$ cat config.mk
export PLATFORM = sky130hd
export DESIGN_NAME = dsram_like_bridge
export DESIGN_NICKNAME = d
export VERILOG_FILES = /design/src/rtl/dsram_like_bridge.sv
export SDC_FILE = /design/constraint.sdc
export NUM_CORES = 1
export LEC_CHECK = 0
export CAP_MARGIN = 5
export CORE_ASPECT_RATIO = 0.75
export CORE_MARGIN = 5
export CORE_UTILIZATION = 50
export DETAILED_ROUTE_END_ITERATION = 8
export DONT_BUFFER_PORTS = 1
export HOLD_SLACK_MARGIN = 0.12
export PLACE_DENSITY_LB_ADDON = 0.05
export SYNTH_ARGS = -nofsm -noshare
export SYNTH_HDL_FRONTEND = slang
export SYNTH_SLANG_ARGS = --single-unit
$ cat constraint.sdc
create_clock -name clk -period 1.95 [get_ports clk]
set_input_delay 0.39 -clock clk [delete_from_list [all_inputs] [get_ports clk]]
set_output_delay 0.39 -clock clk [all_outputs]
set_load 0.01 [all_outputs]
$ cat src/rtl/dsram_like_bridge.sv
`default_nettype none
// ============================================================================
// Module   : dsram_like_bridge
// Brief    : Single-cycle data-SRAM port to SRAM-like req/addr_ok/data_ok
//            bridge with data-side stall generation. Define DSRAM_TIMEOUT_EN
//            to add the bus watchdog and the bus_err output.
// Revision : 1.0
// ============================================================================
module dsram_like_bridge #(
    parameter int ADDR_W      = 32,
    parameter int DATA_W      = 32,
    parameter int TIMEOUT_CYC = 255
) (
    input  logic              clk,
    input  logic              rst,
    input  logic              mem_en,
    input  logic [3:0]        memwriteM,
    input  logic [1:0]        data_size,
    input  logic [ADDR_W-1:0] aluoutM,
    input  logic [DATA_W-1:0] writedataM,
    input  logic              cpu_stall,
    output logic [DATA_W-1:0] readdataM,
    output logic              d_stall,
    output logic              data_req,
    output logic              data_wr,
    output logic [1:0]        data_size_o,
    output logic [ADDR_W-1:0] data_addr,
    output logic [DATA_W-1:0] data_wdata,
    input  logic              data_addr_ok,
    input  logic              data_data_ok,
`ifdef DSRAM_TIMEOUT_EN
    output logic              bus_err,
`endif
    input  logic [DATA_W-1:0] data_rdata
);

    localparam logic [1:0] S_IDLE = 2'd0;
    localparam logic [1:0] S_ADDR = 2'd1;
    localparam logic [1:0] S_WAIT = 2'd2;
    localparam logic [1:0] S_DONE = 2'd3;

    logic [1:0]        state_q;
    logic [1:0]        state_d;
    logic              wr_q;
    logic [1:0]        size_q;
    logic [ADDR_W-1:0] addr_q;
    logic [DATA_W-1:0] wdata_q;
    logic [DATA_W-1:0] rdata_q;

    logic              w_issue;
    logic              w_capture;
    logic              w_timeout;
    logic [1:0]        w_size;

    assign w_issue   = (state_q == S_IDLE) && mem_en;
    assign w_capture = ((state_q == S_ADDR) && data_addr_ok && data_data_ok) ||
                       ((state_q == S_WAIT) && data_data_ok);

    // Bus transfer size derived from the byte-enable pattern on stores.
    always_comb begin
        w_size = data_size;
        if (|memwriteM) begin
            if ($countones(memwriteM) == 1) begin
                w_size = 2'd0;
            end else if ((memwriteM == 4'b0011) || (memwriteM == 4'b1100)) begin
                w_size = 2'd1;
            end else begin
                w_size = 2'd2;
            end
        end
    end

`ifdef DSRAM_TIMEOUT_EN
    localparam int CNT_W = (TIMEOUT_CYC >= 256) ? $clog2(TIMEOUT_CYC + 1) : 8;

    logic [CNT_W-1:0] cnt_q;
    logic             bus_err_q;

    // Counts cycles the transaction has spent in ADDR and WAIT combined.
    assign w_timeout = (((state_q == S_ADDR) && !data_addr_ok) ||
                        ((state_q == S_WAIT) && !data_data_ok)) &&
                       (cnt_q >= CNT_W'(TIMEOUT_CYC - 1));

    always_ff @(posedge clk or negedge rst) begin
        if (!rst) begin
            cnt_q     <= '0;
            bus_err_q <= 1'b0;
        end else begin
            bus_err_q <= w_timeout;
            if (w_issue) begin
                cnt_q <= '0;
            end else if ((state_q == S_ADDR) || (state_q == S_WAIT)) begin
                cnt_q <= cnt_q + 1'b1;
            end
        end
    end

    assign bus_err = bus_err_q;
`else
    logic w_unused_timeout;
    assign w_unused_timeout = (TIMEOUT_CYC != 0);
    assign w_timeout        = 1'b0;
`endif

    always_ff @(posedge clk or negedge rst) begin
        if (!rst) begin
            state_q <= S_IDLE;
        end else begin
            state_q <= state_d;
        end
    end

    always_comb begin
        state_d = state_q;
        case (state_q)
            S_IDLE: begin
                if (mem_en) begin
                    state_d = S_ADDR;
                end
            end
            S_ADDR: begin
                if (data_addr_ok && data_data_ok) begin
                    state_d = S_DONE;
                end else if (data_addr_ok) begin
                    state_d = S_WAIT;
                end else if (w_timeout) begin
                    state_d = S_DONE;
                end
            end
            S_WAIT: begin
                if (data_data_ok || w_timeout) begin
                    state_d = S_DONE;
                end
            end
            S_DONE: begin
                // Leave only when the pipeline advances, so nothing is re-issued.
                if (!cpu_stall) begin
                    state_d = S_IDLE;
                end
            end
            default: state_d = S_IDLE;
        endcase
    end

    always_comb begin
        data_req = (state_q == S_ADDR);
        d_stall  = rst && mem_en && (state_q != S_DONE);
    end

    always_ff @(posedge clk or negedge rst) begin
        if (!rst) begin
            wr_q    <= 1'b0;
            size_q  <= 2'd0;
            addr_q  <= '0;
            wdata_q <= '0;
            rdata_q <= '0;
        end else begin
            if (w_issue) begin
                wr_q    <= |memwriteM;
                size_q  <= w_size;
                addr_q  <= aluoutM;
                wdata_q <= writedataM;
            end
            if (w_capture && !wr_q) begin
                rdata_q <= data_rdata;
            end else if (w_timeout && !wr_q) begin
                rdata_q <= DATA_W'(32'hDEAD_BEEF);
            end
        end
    end

    assign data_wr     = wr_q;
    assign data_size_o = size_q;
    assign data_addr   = addr_q;
    assign data_wdata  = wdata_q;
    assign readdataM   = rdata_q;

endmodule
`default_nettype wire

==> impl_metrics.toml <==
[floorplanning]
dieArea_um2 = 10200
initial_core_util_pct = 51.9
die_y_um = 88.9
num_io_pins = 209
die_w_um = 115
num_rows = 28
core_area_um2 = 7990

[global_route]
grt_antenna_before_repair = 0
grt_max_degree = 103
overflow = 0
grt_pass1_wl_um = 12400
grtUsageTotal_pct = 16.2
grt_pass1_vias = 2236

[synthesis]
synthDominantCellAreaShare_pct = 61.0
synth-seq-cells = 101
synth_area_um2 = 4150
synth-edff-count = 0
yosysSeqAreaShare_pct = 61.0
synth_cell_type_count = 23
syn_inst = 253
synthArstFlopShare_pct = 100
synth_area_per_cell_um2 = 16.4
synth.area.top_cells = "dfrtp_1, mux2_2, mux2_4"
synth_nets = 371
synth_most_common_cell = "dfrtp_1"
synthTopCellsByCount = "dfrtp_1, mux2_2, mux2_4"
ys.flop_type = "dfrtp_1"
yosysTopAreaCell = "dfrtp_1"
ys.warnings.count = 0

[timing]
hold_violations = 101
rsz0062_at_grt = "false"
hold_slack_ns = -0.277
final_max_slew_viol_count = 0
max_freq_mhz = 559
max_slew_margin_pct = 79.4
setup_ws_ns = 0.162
finalCriticalPeriod_ns = 1.79
clock_skew_ns = 0.00380
setup_viol = 0
tightest_slew_ns = 0.308
fin_crit_sh_pct = 91.7

[finish]
area_growth_pct = 7.27
fillers = 642
final_nets = 378
n_antenna_cell = 0
drive_gt1_share_pct = 45.8
instances_no_fill = 369

[worst_hold_path]
hp-class = "in -> async"

[clock_tree]
insertion_delay_ns = 0.35
cts_tree = "done"
clock-root-buffer = "clkbuf_8"
htree_levels = 3
cts_buffer_depth = 2
clock_sinks = 101
cts_buffers = 9
clkTransAtPathRegs_ns = 0.08

[worst_setup_path]
end_kind = "flip-flop"
rr_worst_depth = 6
crit_required_ns = 2.19
crit_type = "reg -> reg"
crit_fanout = 32
cp_data_arrival_time_ns = 2.03
startpoint_type = "flip-flop"

[route]
wl_met3_um = 1280
routed-via-count = 2005
drc = 0
routed_via_density = 5.43
drtIter0Drc = 129
routed_wl_um = 8430
wl_per_cell_um = 22.8
antenna_left = 0
routed.top_layer = "met4"
met1Wirelength_um = 3170
met2WireLength_um = 3900
dr.pass1.iters = 4

[place]
place_inst = 354
globalplace.congestion = 0.784
portBuffers = 0
pre_cts_ws_ns = -0.123
dp_hpwl_um = 6170

[flow_run]
maxCapViolCount = 0

[power]
max-vdd-ir-drop_mv = 0.817
p_leak_nw = 1.99
power_density_nw_per_um2 = 1740

[status]
violations = "hold timing"
status = "finished with violations"
## flip-flops by register name, summed over array words and instances, names as in the netlist
register / flops
data_addr: 32
data_size_o: 2
data_wdata: 32
data_wr: 1
readdataM: 32
state_q: 2
## critical path, stage by stage (launching register included)
cell and delay, ns:
dfrtp_1 0.43, inv_1 0.12, ha_1 0.20, a21oi_2 0.08
nor3b_4 0.20, buf_12 0.27, mux2_2 0.36
## kinds of logic after synthesis
| family | share of synthesized area (%) |
|---|---|
| DFF | 61.0 |
| AOI/OAI and AO/OA | 2.11 |
| buffers and inverters | 2.75 |
| muxes | 29.1 |
| adders and majority gates | 3.20 |
| and+or+nand+nor | 1.90 |
## what timing repair did
item                                   4_1_cts  5_1_grt
buffers inserted                             0        0
resized for setup                            0        0
endpoints found under the hold margin      101      101
## report_power, final
part,internal (mW),switching (mW),total (mW),leakage (nW)
clock network,0.490,0.640,1.13,0.0833
logic,1.41,0.703,2.12,0.718
registers,3.18,1.32,4.50,1.19
total,5.09,2.66,7.75,1.99
## worst paths after layout
| check | from | to | slack [ns] |
|---|---|---|---|
| worst max-delay path | state_q[1] | readdataM[31] | 0.16 |
| worst min-delay path | rst | readdataM[8] | -0.28 |
| worst max register to register | state_q[1] | readdataM[31] | 0.16 |
| worst min register to register | data_addr[21] | data_addr[21] | 0.59 |
| max in group asynchronous | rst | data_addr[15] | 2.08 |
| min in group clk | aluoutM[13] | data_addr[13] | 0.18 |
## layout make-up
cell class	count	area (µm²)	area share [%]
Clock inverter	2	10.0	0.225
Multi-Input combinational cell	134	1510	33.9
Inverter	8	37.5	0.844
Tap cell	105	131	2.95
Timing Repair Buffer	6	82.6	1.86
Clock buffer	13	149	3.35
Sequential cell	101	2530	56.8
## routing by layer
layer  up-vias  GRT usage (%)
met3         8           9.98
li1        891              -
met4         0           5.44
met2       130           23.9
met5         -              0
met1       976           19.7
## per-stage QoR
| step | hold slack [ns] | power, mW | util [%] | setup TNS [ns] | instance area, µm² |
|---|---|---|---|---|---|
| after floorplan | 0.0944 | 6.14 | - | -0.0802 | 4160 |
| after global placement | 0.0968 | 6.67 | 53.7 | -0.178 | 4290 |
| after detailed placement | 0.0970 | 6.70 | 53.7 | -0.217 | 4290 |
| after CTS | -0.312 | 7.88 | 55.7 | 0 | 4450 |
| after global routing | -0.310 | 8.23 | 55.7 | 0 | 4450 |
| final | -0.277 | 7.75 | 55.7 | 0 | 4450 |
## cell usage in the layout, fill, tap and decap left out, drive strengths merged, types with 2 or more instances in the layout
cell type,instances
a21oi,5
a221oi,2
buf,6
clkbuf,13
clkinv,2
dfrtp,101
ha,9
inv,8
mux2,97
nand2,4
nand2b,2
nor2,5
nor3b,2
o21ai,2
Power figures use the tool's default switching activity.
